==> src/rtl/psum_out_ctrl.sv <==
`default_nettype none
// ============================================================================
// Module   : psum_out_ctrl
// Purpose  : Drains partial-sum rows, requantizes each column to int8 and
//            emits bytes with their HWC output address.
// Revision : 1.0 - initial release
// ============================================================================
module psum_out_ctrl #(
    parameter int PSUM_BW  = 32,
    parameter int NUM_COLS = 32,
    parameter int ADDR_OUT = 20
) (
    input  logic                        clk,
    input  logic                        resetn,
    input  logic                        start,
    input  logic [7:0]                  OC,
    input  logic [5:0]                  IMG_H,
    input  logic [5:0]                  IMG_W,
    input  logic [15:0]                 q_mult,
    input  logic [4:0]                  q_shift,
    input  logic [7:0]                  q_zp,
    input  logic                        relu_en,
    input  logic [PSUM_BW*NUM_COLS-1:0] psum_rows,
    input  logic                        psum_rows_valid,
    output logic                        psum_rows_ready,
    output logic [7:0]                  out_data,
    output logic [ADDR_OUT-1:0]         out_addr,
    output logic                        out_valid,
    input  logic                        out_ready,
    output logic                        done
);

    localparam logic [1:0] c_ST_IDLE     = 2'd0;
    localparam logic [1:0] c_ST_WAIT_ROW = 2'd1;
    localparam logic [1:0] c_ST_SEND     = 2'd2;
    localparam logic [1:0] c_ST_FIN      = 2'd3;

    localparam int         c_COLS_CAP_I = (NUM_COLS > 63) ? 63 : NUM_COLS;
    localparam logic [5:0] c_COLS_CAP   = 6'(c_COLS_CAP_I);
    localparam int         c_XPAD       = 48 - PSUM_BW;

    logic [1:0]                  r_state;
    logic [7:0]                  r_oc_n;
    logic [5:0]                  r_img_h;
    logic [5:0]                  r_img_w;
    logic [15:0]                 r_q_mult;
    logic [4:0]                  r_q_shift;
    logic [7:0]                  r_q_zp;
    logic                        r_relu_en;
    logic [PSUM_BW*NUM_COLS-1:0] r_rows;
    logic [7:0]                  r_oc;
    logic [5:0]                  r_h;
    logic [5:0]                  r_w;

    logic [5:0]          w_img_w_eff;
    logic                w_zero_job;
    logic                w_last_col;
    logic                w_last_h;
    logic                w_last_oc;
    logic [PSUM_BW-1:0]  w_psum;
    logic [PSUM_BW-1:0]  w_x;
    logic signed [47:0]  w_x48;
    logic signed [47:0]  w_m48;
    logic signed [47:0]  w_prod;
    logic signed [47:0]  w_rnd;
    logic signed [47:0]  w_shifted;
    logic signed [47:0]  w_biased;
    logic [7:0]          w_sat;
    logic [31:0]         w_lin;
    logic [31:0]         w_addr32;

    assign w_img_w_eff = (IMG_W > c_COLS_CAP) ? c_COLS_CAP : IMG_W;
    assign w_zero_job  = (OC == 8'd0) || (IMG_H == 6'd0) || (IMG_W == 6'd0);
    assign w_last_col  = (r_w == r_img_w - 6'd1);
    assign w_last_h    = (r_h == r_img_h - 6'd1);
    assign w_last_oc   = (r_oc == r_oc_n - 8'd1);

    always_ff @(posedge clk or negedge resetn) begin
        if (!resetn) begin
            r_state   <= c_ST_IDLE;
            r_oc_n    <= '0;
            r_img_h   <= '0;
            r_img_w   <= '0;
            r_q_mult  <= '0;
            r_q_shift <= '0;
            r_q_zp    <= '0;
            r_relu_en <= 1'b0;
            r_rows    <= '0;
            r_oc      <= '0;
            r_h       <= '0;
            r_w       <= '0;
        end else begin
            case (r_state)
                c_ST_IDLE: begin
                    if (start) begin
                        r_oc_n    <= OC;
                        r_img_h   <= IMG_H;
                        r_img_w   <= w_img_w_eff;
                        r_q_mult  <= q_mult;
                        r_q_shift <= q_shift;
                        r_q_zp    <= q_zp;
                        r_relu_en <= relu_en;
                        r_oc      <= '0;
                        r_h       <= '0;
                        r_w       <= '0;
                        r_state   <= w_zero_job ? c_ST_FIN : c_ST_WAIT_ROW;
                    end
                end
                c_ST_WAIT_ROW: begin
                    if (psum_rows_valid) begin
                        r_rows  <= psum_rows;
                        r_w     <= '0;
                        r_state <= c_ST_SEND;
                    end
                end
                c_ST_SEND: begin
                    if (out_ready) begin
                        if (w_last_col) begin
                            r_w <= '0;
                            // oc is the outer loop, h the inner one
                            if (w_last_h) begin
                                r_h <= '0;
                                if (w_last_oc) begin
                                    r_state <= c_ST_FIN;
                                end else begin
                                    r_oc    <= r_oc + 8'd1;
                                    r_state <= c_ST_WAIT_ROW;
                                end
                            end else begin
                                r_h     <= r_h + 6'd1;
                                r_state <= c_ST_WAIT_ROW;
                            end
                        end else begin
                            r_w <= r_w + 6'd1;
                        end
                    end
                end
                c_ST_FIN: begin
                    r_state <= c_ST_IDLE;
                end
                default: begin
                    r_state <= c_ST_IDLE;
                end
            endcase
        end
    end

    always_comb begin
        w_psum = '0;
        for (int c = 0; c < NUM_COLS; c++) begin
            if (r_w == 6'(c)) begin
                w_psum = r_rows[c*PSUM_BW +: PSUM_BW];
            end
        end
    end

    // Round-half-up before the arithmetic shift, then add the zero point
    assign w_x       = (r_relu_en && w_psum[PSUM_BW-1]) ? '0 : w_psum;
    assign w_x48     = {{c_XPAD{w_x[PSUM_BW-1]}}, w_x};
    assign w_m48     = {{32{r_q_mult[15]}}, r_q_mult};
    assign w_prod    = w_x48 * w_m48;
    assign w_rnd     = (r_q_shift != 5'd0) ? (48'sd1 <<< (r_q_shift - 5'd1)) : 48'sd0;
    assign w_shifted = (w_prod + w_rnd) >>> r_q_shift;
    assign w_biased  = w_shifted + {{40{r_q_zp[7]}}, r_q_zp};

    always_comb begin
        if (w_biased > 48'sd127) begin
            w_sat = 8'h7F;
        end else if (w_biased < -48'sd128) begin
            w_sat = 8'h80;
        end else begin
            w_sat = w_biased[7:0];
        end
    end

    assign w_lin    = 32'(r_h) * 32'(r_img_w) + 32'(r_w);
    assign w_addr32 = w_lin * 32'(r_oc_n) + 32'(r_oc);

    assign psum_rows_ready = (r_state == c_ST_WAIT_ROW);
    assign out_valid       = (r_state == c_ST_SEND);
    assign done            = (r_state == c_ST_FIN);
    assign out_data        = out_valid ? w_sat : 8'd0;
    assign out_addr        = out_valid ? ADDR_OUT'(w_addr32) : '0;

endmodule
`default_nettype wire

==> config.mk <==
export PLATFORM = sky130hd
export DESIGN_NAME = psum_out_ctrl
export DESIGN_NICKNAME = d
export VERILOG_FILES = /design/src/rtl/psum_out_ctrl.sv
export SDC_FILE = /design/constraint.sdc
export NUM_CORES = 2
export LEC_CHECK = 0
export ABC_AREA = 1
export BUFFER_PORTS_ARGS = -buffer_cell sky130_fd_sc_hd__buf_2
export CORE_AREA = 2 2 430 432
export CTS_CLUSTER_DIAMETER = 60
export DETAILED_ROUTE_END_ITERATION = 12
export DIE_AREA = 0 0 432 434
export GPL_TIMING_DRIVEN = 0
export PLACE_DENSITY = 0.63
export SLEW_MARGIN = 0
export SYNTH_ARGS = -nofsm -noshare
export SYNTH_HDL_FRONTEND = slang
export SYNTH_SLANG_ARGS = --single-unit
export TNS_END_PERCENT = 1
==> constraint.sdc <==
create_clock -name clk -period 17.3 [get_ports clk]
set_clock_uncertainty 0.15 [all_clocks]
set_input_delay 3.46 -clock clk [delete_from_list [all_inputs] [get_ports clk]]
set_output_delay 3.46 -clock clk [all_outputs]
set_load 0.01 [all_outputs]
======== Yosys cells after proc, flatten, opt, wreduce, memory -nomap -nowiden ========
Cells that the tools add are included.
cells by class
  add/subtract/negate cells ............... 11
  multipliers ............................. 3
  $lt $le $gt $ge ......................... 3
  eq/ne operators ......................... 43
  shifts and indexed selects .............. 2
  mux-type cells .......................... 62
  reduce and logical (&&, ||, !) cells .... 17
operators by type and width
  kind                                                                            number
  32-bit 2-to-1 mux                                                               33
  48-bit adder                                                                    2
  6-bit by 5-bit equality test with 1-bit output (second input constant)          16
  8-bit 2-to-1 mux                                                                8
  6-bit by 4-bit equality test with 1-bit output (second input constant)          8
  48-bit by 8-bit > comparator with 1-bit output (second input constant)          1
  48-bit by 8-bit less-than comparator with 1-bit output (second input constant)  1
  32-bit by 16-bit multiplier with 48-bit output                                  1
  48-bit 2-to-1 mux                                                               1
  6-bit 2-to-1 mux                                                                8
  2-bit by 5-bit <<< shifter with 48-bit output (first input constant)            1
  48-bit by 5-bit >>> shifter with 48-bit output                                  1
  6-bit by 3-bit equality test with 1-bit output (second input constant)          4
  20-bit by 8-bit adder with 20-bit output                                        1
  13-bit by 8-bit multiplier with 20-bit output                                   1
  20-bit 2-to-1 mux                                                               1
  6-bit zero test                                                                 3
  6-bit case mux with 3 select lines                                              1
  8-bit case mux with 2 select lines                                              1
  2-bit 2-to-1 mux                                                                7
  12-bit by 6-bit adder with 13-bit output                                        1
  6-bit by 1-bit adder with 6-bit output (second input constant)                  2
  6-bit by 2-bit equality test with 1-bit output (second input constant)          2
  6-bit equality test                                                             2
  other kinds (24)                                                                34
storage, ports and cells
  bits in registers ....................... 1,096
  output and inout port bits .............. 31

======== Logic depth before layout (Yosys ltp) ========
  word-level depth ........................ 43
  depth in mapped cells ................... 108
  gate-level depth less buffers ........... 106

======== Worst setup path after synthesis ========
OpenSTA, ideal clock, no wires.
  path kind ............................... register to output
  from .................................... register r_w[1]
  to ...................................... output port out_data[0]
  arrival time ............................ 12,226 ps
  setup slack ............................. 1,464 ps
  cell stages (with the launch flop) ...... 94
  buffers on the path ..................... 4
  path through ............................ dfrtp_1 -> inv_1 -> ha_1 -> clkbuf_1 -> nand2_1 -> nor2_8 -> buf_4 -> buf_2 -> nand2_1 -> o21ai_0 -> o21ai_0 -> nand3_1 -> nand2_1 -> nand2_1 -> nand2_1 -> nand3_1 -> nand3_1 -> nand2_1 -> (+58 left out) -> nand2_1 -> a21boi_1 -> o21ai_1 -> a21boi_2 -> inv_1 -> a21oi_1 -> o21ai_1 -> a21oi_2 -> o21ai_1 -> nand2_1 -> nand2_1 -> xor2_1 -> nand2_1 -> nor4b_1 -> nand3_1 -> o21ai_0 -> nand2_1 -> a21oi_1
on the way
  word-level cells in the longest chain between the ends .. 43
  elaborated cells on any way between the ends .. 75
RTL lines
  element                                                 RTL line  text
  start: declaration                                      53        logic [5:0] r_w;
  start signal: assignment                                134       r_w <= r_w + 6'd1;
  6-bit zero test                                         151       if (r_w == 6'(c)) begin
  32-bit 2-to-1 mux (31 in a row)                         151
  32-bit 2-to-1 mux *                                     151
  1-bit logical AND                                       158       assign w_x = (r_relu_en && w_psum[PSUM_BW-1]) ? '0 : w_psum;
  32-bit 2-to-1 mux *                                     158
  32-bit by 16-bit multiplier with 48-bit output *        161       assign w_prod = w_x48 * w_m48;
  48-bit adder *                                          163       assign w_shifted = (w_prod + w_rnd) >>> r_q_shift;
  48-bit by 5-bit >>> shifter with 48-bit output *        163
  48-bit adder *                                          164       assign w_biased = w_shifted + {{40{r_q_zp[7]}}, r_q_zp};
  48-bit by 8-bit less-than comparator with 1-bit output  169       end else if (w_biased < -48'sd128) begin
  8-bit 2-to-1 mux                                        169
  8-bit 2-to-1 mux *                                      167       if (w_biased > 48'sd127) begin
  8-bit 2-to-1 mux *                                      182       assign out_data = out_valid ? w_sat : 8'd0;
  end: declaration                                        26        output logic [7:0] out_data,
Every way passes the cells marked *; elsewhere a longest branch is shown, timed or not.

======== Worst setup path after layout ========
  from .................................... register r_w[2]
  to ...................................... output port out_data[3]
The elaborated chain is that of the path after synthesis.

==> results.json <==
{
  "status": "finished, violations left",
  "violations": "negative setup slack",
  "rsz0062_at_grt": "yes",
  "finalCoreUtilization_pct": 53.3,
  "dpl.hpwl_um": 294000,
  "die_w_um": 432,
  "synth_area_leaders": "dfrtp_1 34%, fa_1 15%, mux2_2 14%, nand2_1 8.9%, inv_1 4.4%",
  "wl_met1_um": 141000,
  "synth_fp_nets": 10800,
  "async_flop_share_pct": 100,
  "ys_types": 65,
  "grt_usage_pct": 37.9,
  "root_buffer": "clkbuf_16",
  "synth_fa_ha_area_share_pct": 19.3,
  "cp_max_fo": 10,
  "synth.largest_area_cell": "dfrtp_1",
  "reg2reg_from": "r_img_w[0]$_DFFE_PN0P_",
  "num_io_pins": 1110,
  "start_kind": "flip-flop",
  "hold_path_class": "reg2reg",
  "fill_cells": 17000,
  "synth_commonest_cells": "1,895 x nand2_1, 1,096 x dfrtp_1, 980 x mux2_2, 930 x inv_1, 690 x nor2_1",
  "cpPeakStageDelay_ns": 0.60,
  "synth_ff_type": "dfrtp_1",
  "ys_seq_elements": 1096,
  "final_nets": 12200,
  "crit_start": "r_w[2]$_DFFE_PN0P_",
  "whs_ns": 0.346,
  "synth_area_um2": 80000,
  "yosys.area_share.simple_pct": 18.5,
  "synth_top_family_by_area": "adder cells",
  "dr.first_iter.drc_count": 7527,
  "fmax_mhz": 52.3,
  "fin_crit_sh_pct": 111,
  "io_buffer_count": 1109,
  "syn-instance-count": 8866,
  "worst_pin_slew_ns": 1.38,
  "wl_per_cell_um": 28.0,
  "cts_buffer_depth": 3,
  "synth_top_area_share_pct": 34.3,
  "cts_sinks": 1096,
  "area_growth_pct": 21.5,
  "wl_met2_um": 163000,
  "path_class": "reg2out",
  "synth_xor_area_share_pct": 1.51,
  "crit_path_frequent_cell": "nand2_1",
  "synth-edff-count": 0,
  "rows": 157,
  "drc": 0,
  "worst_slack_ns": -1.83,
  "yosysSeqAreaShare_pct": 34.3,
  "highest_layer": "met5",
  "required_ns": 13.69,
  "setup_viol": 8,
  "postSynthAreaPerCell_um2": 9.03,
  "period_needed_ns": 19.13,
  "grt_overflow": 0,
  "arrival_ns": 15.52,
  "slowest_stage": "fa_1",
  "clock_latency_ns": 0.83,
  "via_per_inst": 5.66,
  "antenna_found_initial": 144,
  "endpoint_kind": "output pin",
  "synth.most_common_cell": "nand2_1",
  "antenna_left": 0,
  "slew_headroom_pct": 7.46,
  "grt_pass1_vias": 72900,
  "synth_mux_area_share_pct": 13.9,
  "yosys_warnings": 0,
  "h-tree-depth": 4,
  "routed_wirelength_um": 360000,
  "dr_wl_met3_um": 32200,
  "cts_buffers": 140,
  "first_pass_iters": 8,
  "drv_cap": 0,
  "fp.dieArea_um2": 187000,
  "path_clk_slew_ns": 0.06,
  "ctsHoldBuffers": 0,
  "cts_tree": "built",
  "vias": 72900,
  "hp-start": "r_rows[31]$_DFFE_PN0P_",
  "core_area_um2": 182000,
  "final_layout_size_suffix_gt1_share_pct": 30.5,
  "start_util_pct": 43.9,
  "synth-compound-area-share_pct": 5.68,
  "grt_pass1_wl_um": 508000,
  "grt_max_degree": 155,
  "die_h_um": 434,
  "slew_violations": 0,
  "hold_violations": 0,
  "gp_congestion": 1.03
}
## cell usage in the layout (no fill, tap or decap), types with 233 or more instances in the layout
master | synthesis | routed
nand2_1 | 1895 | 1813
ha_1 | 254 | 233
mux2_2 | 980 | 980
nand3_1 | 640 | 573
dfrtp_1 | 1096 | 1092
fa_1 | 612 | 604
clkbuf_1 | 290 | 311
a21oi_1 | 425 | 385
nor2_1 | 690 | 673
inv_1 | 930 | 920
buf_2 | 121 | 1198
## critical path: cells and delay by family (launching register included)
kind            cells  cell delay (ns)
buf+inv            12             1.45
xor+xnor            2             0.35
flops               1             0.36
compound gates     21             3.45
fa+ha+maj           9             3.78
simple gates       52             5.28
## sequential cells by signal (all words and copies together), names as in the netlist
signal	flops
r_relu_en	1
r_h	6
r_state	2
r_q_zp	8
r_w	6
r_rows	1024
r_q_mult	16
r_img_w	6
r_oc	8
r_q_shift	5
r_oc_n	8
r_img_h	6
## repair_timing
item                                    CTS  global route
endpoints found under the setup margin    8             8
pin swaps                               148            87
buffers inserted                        131            21
cloned                                    1             0
resized for setup                       446           107
## stage by stage
stage	cells	setup TNS [ns]	worst slack, ns	area [µm²]
2_1_floorplan	8866	0	1.46	80000
3_3_place_gp	12400	-	-12.59	88600
3_5_place_dp	12400	-29.61	-3.95	88800
4_1_cts	12700	-12.64	-1.69	96400
5_1_grt	12800	-18.68	-2.42	97200
6_report	12900	-14.05	-1.83	97300
## worst paths after layout
| kind | endpoint | depth (start not counted) | slack [ns] |
|---|---|---|---|
| max in group asynchronous | r_rows[709]$_DFFE_PN0P_ | 6 | 11.11 |
| hold reg to reg | r_rows[31]$_DFFE_PN0P_ | 1 | 0.35 |
| setup / recovery | out_data[3] | 96 | -1.83 |
| hold / removal | r_rows[31]$_DFFE_PN0P_ | 1 | 0.35 |
| min in group asynchronous | r_rows[140]$_DFFE_PN0P_ | 1 | 2.36 |
| setup reg to reg | r_q_shift[0]$_DFFE_PN0P_ | 17 | 11.15 |
## area by class of cell
type                    instances  area, µm²  area share [%]
diodes                         98        245           0.252
clock inverters                57        787           0.809
multi-input cells            6355      49000            50.4
plain buffers                 458       2180            2.24
flip-flops and latches       1096      27400            28.2
clock buffers                 193       3970            4.08
inverters                     956       3610            3.72
well taps                    2385       2980            3.07
repair buffers               1270       7060            7.25
## cell families after synthesis
kind of cell	Yosys count
multiplexers	986
buffers and inverters	1415
adder cells (fa/ha/maj)	866
AO/OA/AOI/OAI	844
other	1
AND/OR/NAND/NOR	3520
flip-flops	1096
XOR/XNOR	138
## per-layer routing
metal	GRT usage, %	vias to the layer above
li1	-	31500
met1	48.2	36700
met2	59.0	3773
met3	8.87	859
met4	22.2	52
met5	0	-
Power is not shown: default switching activity piles up to over one toggle a cycle in this logic, so the estimate is an artifact.
